**src/rtl/button_conditioner.sv**
```systemverilog
// button_conditioner
// Turns raw, bouncy, asynchronous push-button inputs into clean events for
// the counter and display logic. Each button gets a polarity fix, a 2-flop
// synchroniser and a debounce FSM. The FSM produces a debounced level and
// registered one-cycle press and release pulses.
// Optional feature: define AUTO_REPEAT_EN to add press auto-repeat while a
// button is held. Without the macro no repeat hardware is built.

module button_conditioner #(
    parameter int N_BTN           = 2,
    parameter int DEBOUNCE_CYCLES = 1000000,
    parameter int BTN_ACTIVE_LOW  = 1,
    parameter int REPEAT_DELAY    = 25000000,
    parameter int REPEAT_PERIOD   = 10000000
) (
    input  logic             CLK_50,
    input  logic             reset_n,
    input  logic [N_BTN-1:0] btn_raw,
    output logic [N_BTN-1:0] btn_level,
    output logic [N_BTN-1:0] press_pulse,
    output logic [N_BTN-1:0] release_pulse
);

    // Debounce counter only has to reach DEBOUNCE_CYCLES-1, so clog2 bits suffice.
    localparam int CNT_W = (DEBOUNCE_CYCLES > 2) ? $clog2(DEBOUNCE_CYCLES) : 1;
    localparam logic [CNT_W-1:0] CNT_LAST = CNT_W'(DEBOUNCE_CYCLES - 1);

`ifdef AUTO_REPEAT_EN
    // The repeat counter is shared between the initial delay and the period phases.
    localparam int RPT_MAX = (REPEAT_DELAY > REPEAT_PERIOD) ? REPEAT_DELAY : REPEAT_PERIOD;
    localparam int RPT_W   = (RPT_MAX > 2) ? $clog2(RPT_MAX) : 1;
    localparam logic [RPT_W-1:0] RPT_DELAY_LAST  = RPT_W'(REPEAT_DELAY - 1);
    localparam logic [RPT_W-1:0] RPT_PERIOD_LAST = RPT_W'(REPEAT_PERIOD - 1);
`else
    // The repeat settings have no effect in this build. They are folded
    // into a dead constant so that they do not trigger unused-parameter noise.
    logic unused_repeat_cfg;
    assign unused_repeat_cfg = ^{REPEAT_DELAY, REPEAT_PERIOD};
`endif

    typedef enum logic [1:0] {
        RELEASED    = 2'd0,
        PRESS_CHK   = 2'd1,
        PRESSED     = 2'd2,
        RELEASE_CHK = 2'd3
    } state_t;

    logic [N_BTN-1:0] btn_norm;
    logic [N_BTN-1:0] sync_s1;
    logic [N_BTN-1:0] sync_s2;

    // After normalisation, 1 means pressed for every board variant.
    assign btn_norm = (BTN_ACTIVE_LOW != 0) ? ~btn_raw : btn_raw;

    // Two-flop synchroniser. It resets to "not pressed" so that a key held through reset reads as a new press.
    always_ff @(posedge CLK_50 or negedge reset_n) begin
        if (!reset_n) begin
            sync_s1 <= '0;
            sync_s2 <= '0;
        end else begin
            sync_s1 <= btn_norm;
            sync_s2 <= sync_s1;
        end
    end

    for (genvar i = 0; i < N_BTN; i++) begin : g_btn
        state_t           state;
        state_t           state_next;
        logic [CNT_W-1:0] cnt;
        logic [CNT_W-1:0] cnt_next;
        logic             level_q;
        logic             level_next;
        logic             press_q;
        logic             press_next;
        logic             release_q;
        logic             release_next;
        logic             in_pressed;

        assign in_pressed = sync_s2[i];

`ifdef AUTO_REPEAT_EN
        logic [RPT_W-1:0] rpt;
        logic [RPT_W-1:0] rpt_next;
        logic             rpt_periodic;
        logic             rpt_periodic_next;
        logic [RPT_W-1:0] rpt_limit;

        // The first repeat waits REPEAT_DELAY. Every later repeat waits REPEAT_PERIOD.
        assign rpt_limit = rpt_periodic ? RPT_PERIOD_LAST : RPT_DELAY_LAST;

        // Repeat counter state. It is only cleared by reset or by the FSM decisions below.
        always_ff @(posedge CLK_50 or negedge reset_n) begin
            if (!reset_n) begin
                rpt          <= '0;
                rpt_periodic <= 1'b0;
            end else begin
                rpt          <= rpt_next;
                rpt_periodic <= rpt_periodic_next;
            end
        end
`endif

        // Debounce FSM state, counter and registered outputs.
        always_ff @(posedge CLK_50 or negedge reset_n) begin
            if (!reset_n) begin
                state     <= RELEASED;
                cnt       <= '0;
                level_q   <= 1'b0;
                press_q   <= 1'b0;
                release_q <= 1'b0;
            end else begin
                state     <= state_next;
                cnt       <= cnt_next;
                level_q   <= level_next;
                press_q   <= press_next;
                release_q <= release_next;
            end
        end

        // Next-state logic. A level change is accepted only after s2 holds steady through a full debounce count.
        always_comb begin
            state_next   = state;
            cnt_next     = cnt;
            level_next   = level_q;
            press_next   = 1'b0;
            release_next = 1'b0;
`ifdef AUTO_REPEAT_EN
            rpt_next          = rpt;
            rpt_periodic_next = rpt_periodic;
`endif
            case (state)
                RELEASED: begin
`ifdef AUTO_REPEAT_EN
                    rpt_next          = '0;
                    rpt_periodic_next = 1'b0;
`endif
                    if (in_pressed) begin
                        state_next = PRESS_CHK;
                        cnt_next   = '0;
                    end
                end

                PRESS_CHK: begin
                    if (!in_pressed) begin
                        state_next = RELEASED;
                    end else if (cnt == CNT_LAST) begin
                        state_next = PRESSED;
                        press_next = 1'b1;
                        level_next = 1'b1;
`ifdef AUTO_REPEAT_EN
                        rpt_next          = '0;
                        rpt_periodic_next = 1'b0;
`endif
                    end else begin
                        cnt_next = cnt + 1'b1;
                    end
                end

                PRESSED: begin
                    if (!in_pressed) begin
                        state_next = RELEASE_CHK;
                        cnt_next   = '0;
                    end else begin
`ifdef AUTO_REPEAT_EN
                        if (rpt == rpt_limit) begin
                            press_next        = 1'b1;
                            rpt_next          = '0;
                            rpt_periodic_next = 1'b1;
                        end else begin
                            rpt_next = rpt + 1'b1;
                        end
`endif
                    end
                end

                RELEASE_CHK: begin
                    // The repeat counter stays frozen here. A bounce back to PRESSED resumes it.
                    if (in_pressed) begin
                        state_next = PRESSED;
                    end else if (cnt == CNT_LAST) begin
                        state_next   = RELEASED;
                        release_next = 1'b1;
                        level_next   = 1'b0;
`ifdef AUTO_REPEAT_EN
                        rpt_next          = '0;
                        rpt_periodic_next = 1'b0;
`endif
                    end else begin
                        cnt_next = cnt + 1'b1;
                    end
                end

                default: begin
                    state_next = RELEASED;
                    cnt_next   = '0;
                    level_next = 1'b0;
                end
            endcase
        end

        assign btn_level[i]     = level_q;
        assign press_pulse[i]   = press_q;
        assign release_pulse[i] = release_q;
    end

endmodule

```
**config.mk**
```make
export PLATFORM = sky130hd
export DESIGN_NAME = button_conditioner
export DESIGN_NICKNAME = d
export VERILOG_FILES = /design/src/rtl/button_conditioner.sv
export SDC_FILE = /design/constraint.sdc
export NUM_CORES = 1
export LEC_CHECK = 0
export BUFFER_PORTS_ARGS = -buffer_cell sky130_fd_sc_hd__buf_2
export CORE_MARGIN = 2
export CORE_UTILIZATION = 60
export DETAILED_ROUTE_END_ITERATION = 12
export PLACE_DENSITY = 0.77
export SLEW_MARGIN = 20
export SYNTH_ARGS = -nofsm -noshare
export SYNTH_HDL_FRONTEND = slang
export SYNTH_SLANG_ARGS = --single-unit
```
**constraint.sdc**
```tcl
create_clock -name CLK_50 -period 2.1 [get_ports CLK_50]
set_input_delay 0.21 -clock CLK_50 [delete_from_list [all_inputs] [get_ports CLK_50]]
set_output_delay 0.21 -clock CLK_50 [all_outputs]
set_load 0.05 [all_outputs]
```
==> results of run 1 <==
## power by group
| group | switching, mW | internal [mW] | total, mW |
|---|---|---|---|
| clock network | 0.318 | 0.333 | 0.652 |
| registers | 0.0551 | 1.08 | 1.13 |
| logic | 0.0926 | 0.0557 | 0.148 |
## registers in the layout, summed over array words and instances (netlist names), named ones only
name             cells
sync_s1              2
sync_s2              2
g_btn.cnt           40
g_btn.level_q        2
g_btn.release_q      2
g_btn.state          2
g_btn.press_q        2
## routing by layer
| metal | vias up | share of wire [%] | wire, um | GRT usage (%) |
|---|---|---|---|---|
| met5 | - | 0 | 0 | 0 |
| met4 | 0 | 0.42 | 25 | 5.95 |
| met3 | 2 | 5.0 | 298 | 4.55 |
| met2 | 74 | 44 | 2600 | 33.6 |
| met1 | 1167 | 51 | 3010 | 34.9 |
| li1 | 1224 | - | - | - |
## cells in the final DEF, fill, tap and decap left out, types with 4 or more instances in the layout
cell type  count
nand4_1       15
nor4_1         6
nand2_1       42
buf_4         16
nor2_1        18
nand2b_1       6
or4_1          6
inv_1         12
buf_2          9
a21oi_1        8
nor4b_1        6
mux2i_1        4
a22o_1        13
dfrtp_1       54
clkbuf_8       8
mux2_2         5
nand3_1       31
o21ai_0       18
nor3_1        10
and3_1        10
## layout make-up
class                      count  area share, %
clock buffer                   8           3.39
inverter                      12           1.39
multi-input combinational    239           45.0
sequential                    54           41.7
tap                           67           2.58
timing repair buffer          27           6.02
## timing repair
action                                  CTS  global route
gates resized for setup                   0             1
endpoints found under the hold margin    54             0
hold buffers                              1             0
endpoints found under the setup margin    0            11
## final timing paths
check / end / depth (start not counted)
max in group asynchronous: g_btn[1].cnt[18]$_DFFE_PN0P_ / 3
max: g_btn[1].cnt[12]$_DFFE_PN0P_ / 4
min in group asynchronous: g_btn[1].cnt[11]$_DFFE_PN0P_ / 3
min reg2reg: sync_s2[1]$_DFF_PN0_ / 0
min: sync_s1[1]$_DFF_PN0_ / 2
max reg2reg: g_btn[1].cnt[12]$_DFFE_PN0P_ / 4
## synthesized netlist by cell type (3+ instances only)
cell and number:
dfrtp_1 54, nand2_1 42, nand3_1 31, nor2_1 18, o21ai_0 18, nand4_1 15, a22o_1 13, inv_1 12
and3_1 10, buf_4 10, nor3_1 10, clkbuf_1 9, a21oi_1 8, nand2b_1 6, nor4_1 6, nor4b_1 6
or4_1 6, mux2_2 5, mux2i_1 4, a211o_1 3, a31oi_1 3, and2_1 3, and4_1 3, clkbuf_8 3
o31ai_1 3, or4b_1 3
## kinds of logic (layout without fill, tap and decap cells)
logic type                 count (synthesis)  count (layout)  synth area share (%)
muxes                                      9               9                  3.20
DFF                                       54              54                  44.9
adders and majority gates                  2               2                 0.830
AOI/OAI and AO/OA                         58              58                  13.2
and+or+nand+nor                          167             167                  30.1
buffers and inverters                     37              47                  6.98
xor gates and xnor gates                   3               3                 0.872
## stage by stage
step	area (sq um)	hold WS [ns]	util (%)	power [mW]
after floorplan	3010	-0.0856	-	1.23
after global placement	3120	0.226	65.1	1.29
after detailed placement	3120	0.226	65.1	1.30
after CTS	3240	0.0417	67.6	1.95
after global routing	3240	0.0406	67.8	2.03
final	3240	0.0459	67.8	1.93
==> metrics.txt, run 1 <==
status=completed; slew margin rel.=about two thirds; Starting Density=63.0%; layout overhead on the synthesized area=7.68%; area occupied by registers=~1400 sq um; Final nets=about 350; number of synthesized register bits=54; clk_lat worst skew=0.30 ns; Rows=25; non-filler cells, final=407; H-tree level count=2; Final setup violation count=0; FF-to-FF setup slack=0.13 ns; RR Startpoint=g_btn[1].cnt[12]$_DFFE_PN0P_; critical-path cell with the highest stage delay=or4_1; filler instances=399; Hold Startpoint=btn_raw[1]; pre-CTS setup slack=0.137 ns; final hold vios=0; Pwr Density=595 nW/um^2; Tot GR Track Use=23.0%; sequential share of the synthesized area=44.9%; critical path startpoint category=flip-flop; Post-synth EDFFs=0; Final period util=93.6%; synthesized area per cell=9.13 sq um; YS warnings=0; crit path launch=g_btn[1].cnt[12]$_DFFE_PN0P_; Die ar.=roughly 5600 sq um; vias=~2500; slowest cell delay on critical path=0.57 ns; Routed wire per std cell=14.6 um; placed insts=398; total I/O pin count=10; CP Cell Sequence=or4_1 > o21bai_2 > buf_4 > o311ai_0; first-pass detailed-route iteration total=6; post-route setup TNS=0 ns; Critical Path RT=around 2.3 ns; footprint of the multi-input gates=approximately 1500 sq um; clock slew at reported path FFs=approximately 0.09 ns; critical path class=flip-flop to flip-flop; Leakage=1.48 nW; die height=74.9 um; synth top area cells=dfrtp_1, nand2_1, nand3_1; port buffer count=9; Diodes inserted=0; CP delay by family, top=compound AO/OA/AOI/OAI gates; Synth area leader=dfrtp_1; Routed WL=5940 um; Tightest Pin Transition=0.487 ns; Worst Path Buf+Inv=1; DR vias/cell=6.06; Synth Instances=330; Post-Route Skew=0.00342 ns; asr flop ratio synth=100%; core region area=4790 sq um; 1st-iter DRT viols=203; Syn Nets=336; setup bufs post-CTS=0; first-pass GRT wire length=10100 um; Die W=74.9 um; total gr overflow=0; total CTS buffers=5; ratio of cells with drive above 1 in the final layout=12.9%; Netlist cell types=45; post-route ant nets=0; Pins Over Slew Limit=0; # clock sinks=54; VDD IR max=334 uV; DP Wirelength=4110 um; RSZ-0062 raised after global routing=false; HP Class=input port to flip-flop; Mapped Area=3010 sq um; setup ws final=0.134 ns; Synth Flop Type=dfrtp_1; CP max FO=11; antenna violations before repair=0; vias in the first global route=around 2200; Bufs on Longest Clock Path=2; CTS tree=built; Max Fclk=between 500 and 600 MHz; CP endpoint kind=flip-flop; max-cap viol count=0; drt drc=0; Tmin final=a little under 2 ns; pin count of the biggest net entering global routing=between 50 and 60; crit path DAT=approximately 2.1 ns; Yosys top cell area share=between 40% and 50%; CTS root buffer=clkbuf_8; GPL Wtd Cong=roughly 0.85
Power figures use the tool's default switching activity.
==> inputs of run 2 (changes only) <==
- PLACE_DENSITY: 0.77 -> not set
- PLACE_DENSITY_LB_ADDON: not set -> 0.3
- REMOVE_ABC_BUFFERS: not set -> 1
==> metrics.txt, run 2 (synthesis results as in run 1) <==
Critical Path RT=2.35 ns (+0.09 ns); slowest cell delay on critical path=0.50 ns (-0.07 ns); first-pass GRT wire length=10200 um (+1.4%); GPL Wtd Cong=0.933 (+9.9%); total CTS buffers=5 (unchanged); CP max FO=7 (-4); CP Cell Sequence=ha_1 > and3_1 > nand4_1 > o21bai_2 > buf_4 > or4b_1 > nand3_1; Tightest Pin Transition=0.778 ns (+0.291 ns); total gr overflow=0 (unchanged); core region area=4790 sq um (unchanged); Die W=74.9 um (unchanged); Rows=25 (unchanged); final core utilization=67.7% (-0.10 points); ratio of cells with drive above 1 in the final layout=14.0% (+1.1 points); drt drc=0 (unchanged); Starting Density=63.0% (unchanged); critical-path cell with the highest stage delay=or4b_1; vias=2517 (+2.0%); worst hold slack=0.0301 ns (-0.0158 ns); CP delay by family, top=simple AND/OR/NAND/NOR gates; crit path DAT=2.17 ns (+0.05 ns); VDD IR max=364 uV (+8.9%); HP Class=input port to flip-flop; pin count of the biggest net entering global routing=36 (-35%); total I/O pin count=10 (unchanged); Tmin final=1.92 ns (-0.0418 ns); Pwr Density=570 nW/um^2 (-4.1%); commonest non-fill, non-tap cells in the layout=dfrtp_1, nand2_1, nand3_1, buf_4; layout overhead on the synthesized area=7.52%; post-route ant nets=0 (unchanged); Leakage=1.47 nW (-0.62%); Final nets=349 (+1.2%); Bufs on Longest Clock Path=2 (unchanged); filler instances=404 (+1.3%); Diodes inserted=0 (unchanged); Die ar.=5600 sq um (unchanged); # clock sinks=54 (unchanged); first-pass detailed-route iteration total=4 (-2); Final period util=91.6% (-2.0 points); vias in the first global route=2291 (+5.2%); critical path startpoint category=flip-flop; Top reg by flops=g_btn.cnt; die height=74.9 um (unchanged); critical path class=flip-flop to flip-flop; port buffer count=9 (unchanged); most common cell after layout, fill and taps aside=dfrtp_1; DP Wirelength=4330 um (+5.4%); slew margin rel.=48.1% (-19 points); Worst Path Buf+Inv=1 (unchanged); DR vias/cell=6.14 (+1.3%); CP endpoint kind=flip-flop; Pins Over Slew Limit=0 (unchanged); 1st-iter DRT viols=214 (+5.4%); max reg flops=40 (unchanged); clock slew at reported path FFs=0.09 ns (about the same); Final setup violation count=0 (unchanged); Post-Route Skew=0.00561 ns (+0.00219 ns); Routed wire per std cell=15.0 um (+2.5%); Routed WL=6130 um (+3.3%); Tot GR Track Use=23.7% (+0.70 points); Max Fclk=520 MHz (+2.2%); antenna violations before repair=0 (unchanged); final hold vios=0 (unchanged); H-tree level count=2 (unchanged); CTS tree=built; max-cap viol count=0 (unchanged); CTS root buffer=clkbuf_8; status=completed; clk_lat worst skew=0.31 ns (about the same)
==> run 2: per-layer routing <==
layer	routed length (um)	up-vias	track usage [%]	part of all wire [%]
met3	249	12	4.28	4.1
met5	0	-	0	0
met1	2680	1198	30.3	44
met4	113	0	9.13	1.8
li1	-	1233	-	-
met2	3080	74	40.0	50
==> run 2: final timing paths <==
| check | endpoint | cells after the start | start | slack (ns) |
|---|---|---|---|---|
| min in group asynchronous | g_btn[0].cnt[13]$_DFFE_PN0P_ | 2 | reset_n | 0.51 |
| worst min-delay path | sync_s1[1]$_DFF_PN0_ | 2 | btn_raw[1] | 0.03 |
| worst min register to register | sync_s2[1]$_DFF_PN0_ | 0 | sync_s1[1]$_DFF_PN0_ | 0.36 |
| max in group asynchronous | g_btn[1].cnt[1]$_DFFE_PN0P_ | 3 | reset_n | 0.91 |
| worst max-delay path | g_btn[1].cnt[18]$_DFFE_PN0P_ | 7 | g_btn[1].cnt[0]$_DFFE_PN0P_ | 0.18 |
| worst max register to register | g_btn[1].cnt[18]$_DFFE_PN0P_ | 7 | g_btn[1].cnt[0]$_DFFE_PN0P_ | 0.18 |
==> run 2: cell type report <==
class                      count  area [sq um]  share of cell area [%]
clock inverter                 1          7.51                   0.232
clock buffer                   6          72.6                    2.24
sequential                    54          1350                    41.7
multi-input combinational    239          1470                    45.3
timing repair buffer          31           213                    6.57
inverter                      12          45.0                    1.39
tap                           67          83.8                    2.59
==> run 2: what timing repair did <==
| action | in CTS | in global routing |
|---|---|---|
| resized for setup | 0 | 3 |
| hold buffers | 1 | 0 |
| setup endpoints to repair | 0 | 14 |
| hold endpoints to repair | 33 | 0 |
| buffers inserted | 0 | 2 |
==> run 2: power by group <==
group          switching, mW  internal (mW)
Sequential            0.0545           1.08
Clock                  0.339          0.230
Combinational         0.0930         0.0561
Total                  0.486           1.36
==> run 2: stage by stage <==
stage | instances | setup TNS [ns] | setup WS [ns] | instance area [sq um] | power [mW]
after floorplan | 305 | -0.487 | -0.144 | 2850 | 1.22
final | 410 | 0 | 0.176 | 3240 | 1.85
after detailed placement | 400 | 0 | 0.118 | 3120 | 1.30
after CTS | 408 | 0 | 0.0906 | 3210 | 1.85
after global placement | 400 | 0 | 0.182 | 3120 | 1.29
after global routing | 410 | -0.00157 | -0.00157 | 3240 | 1.93
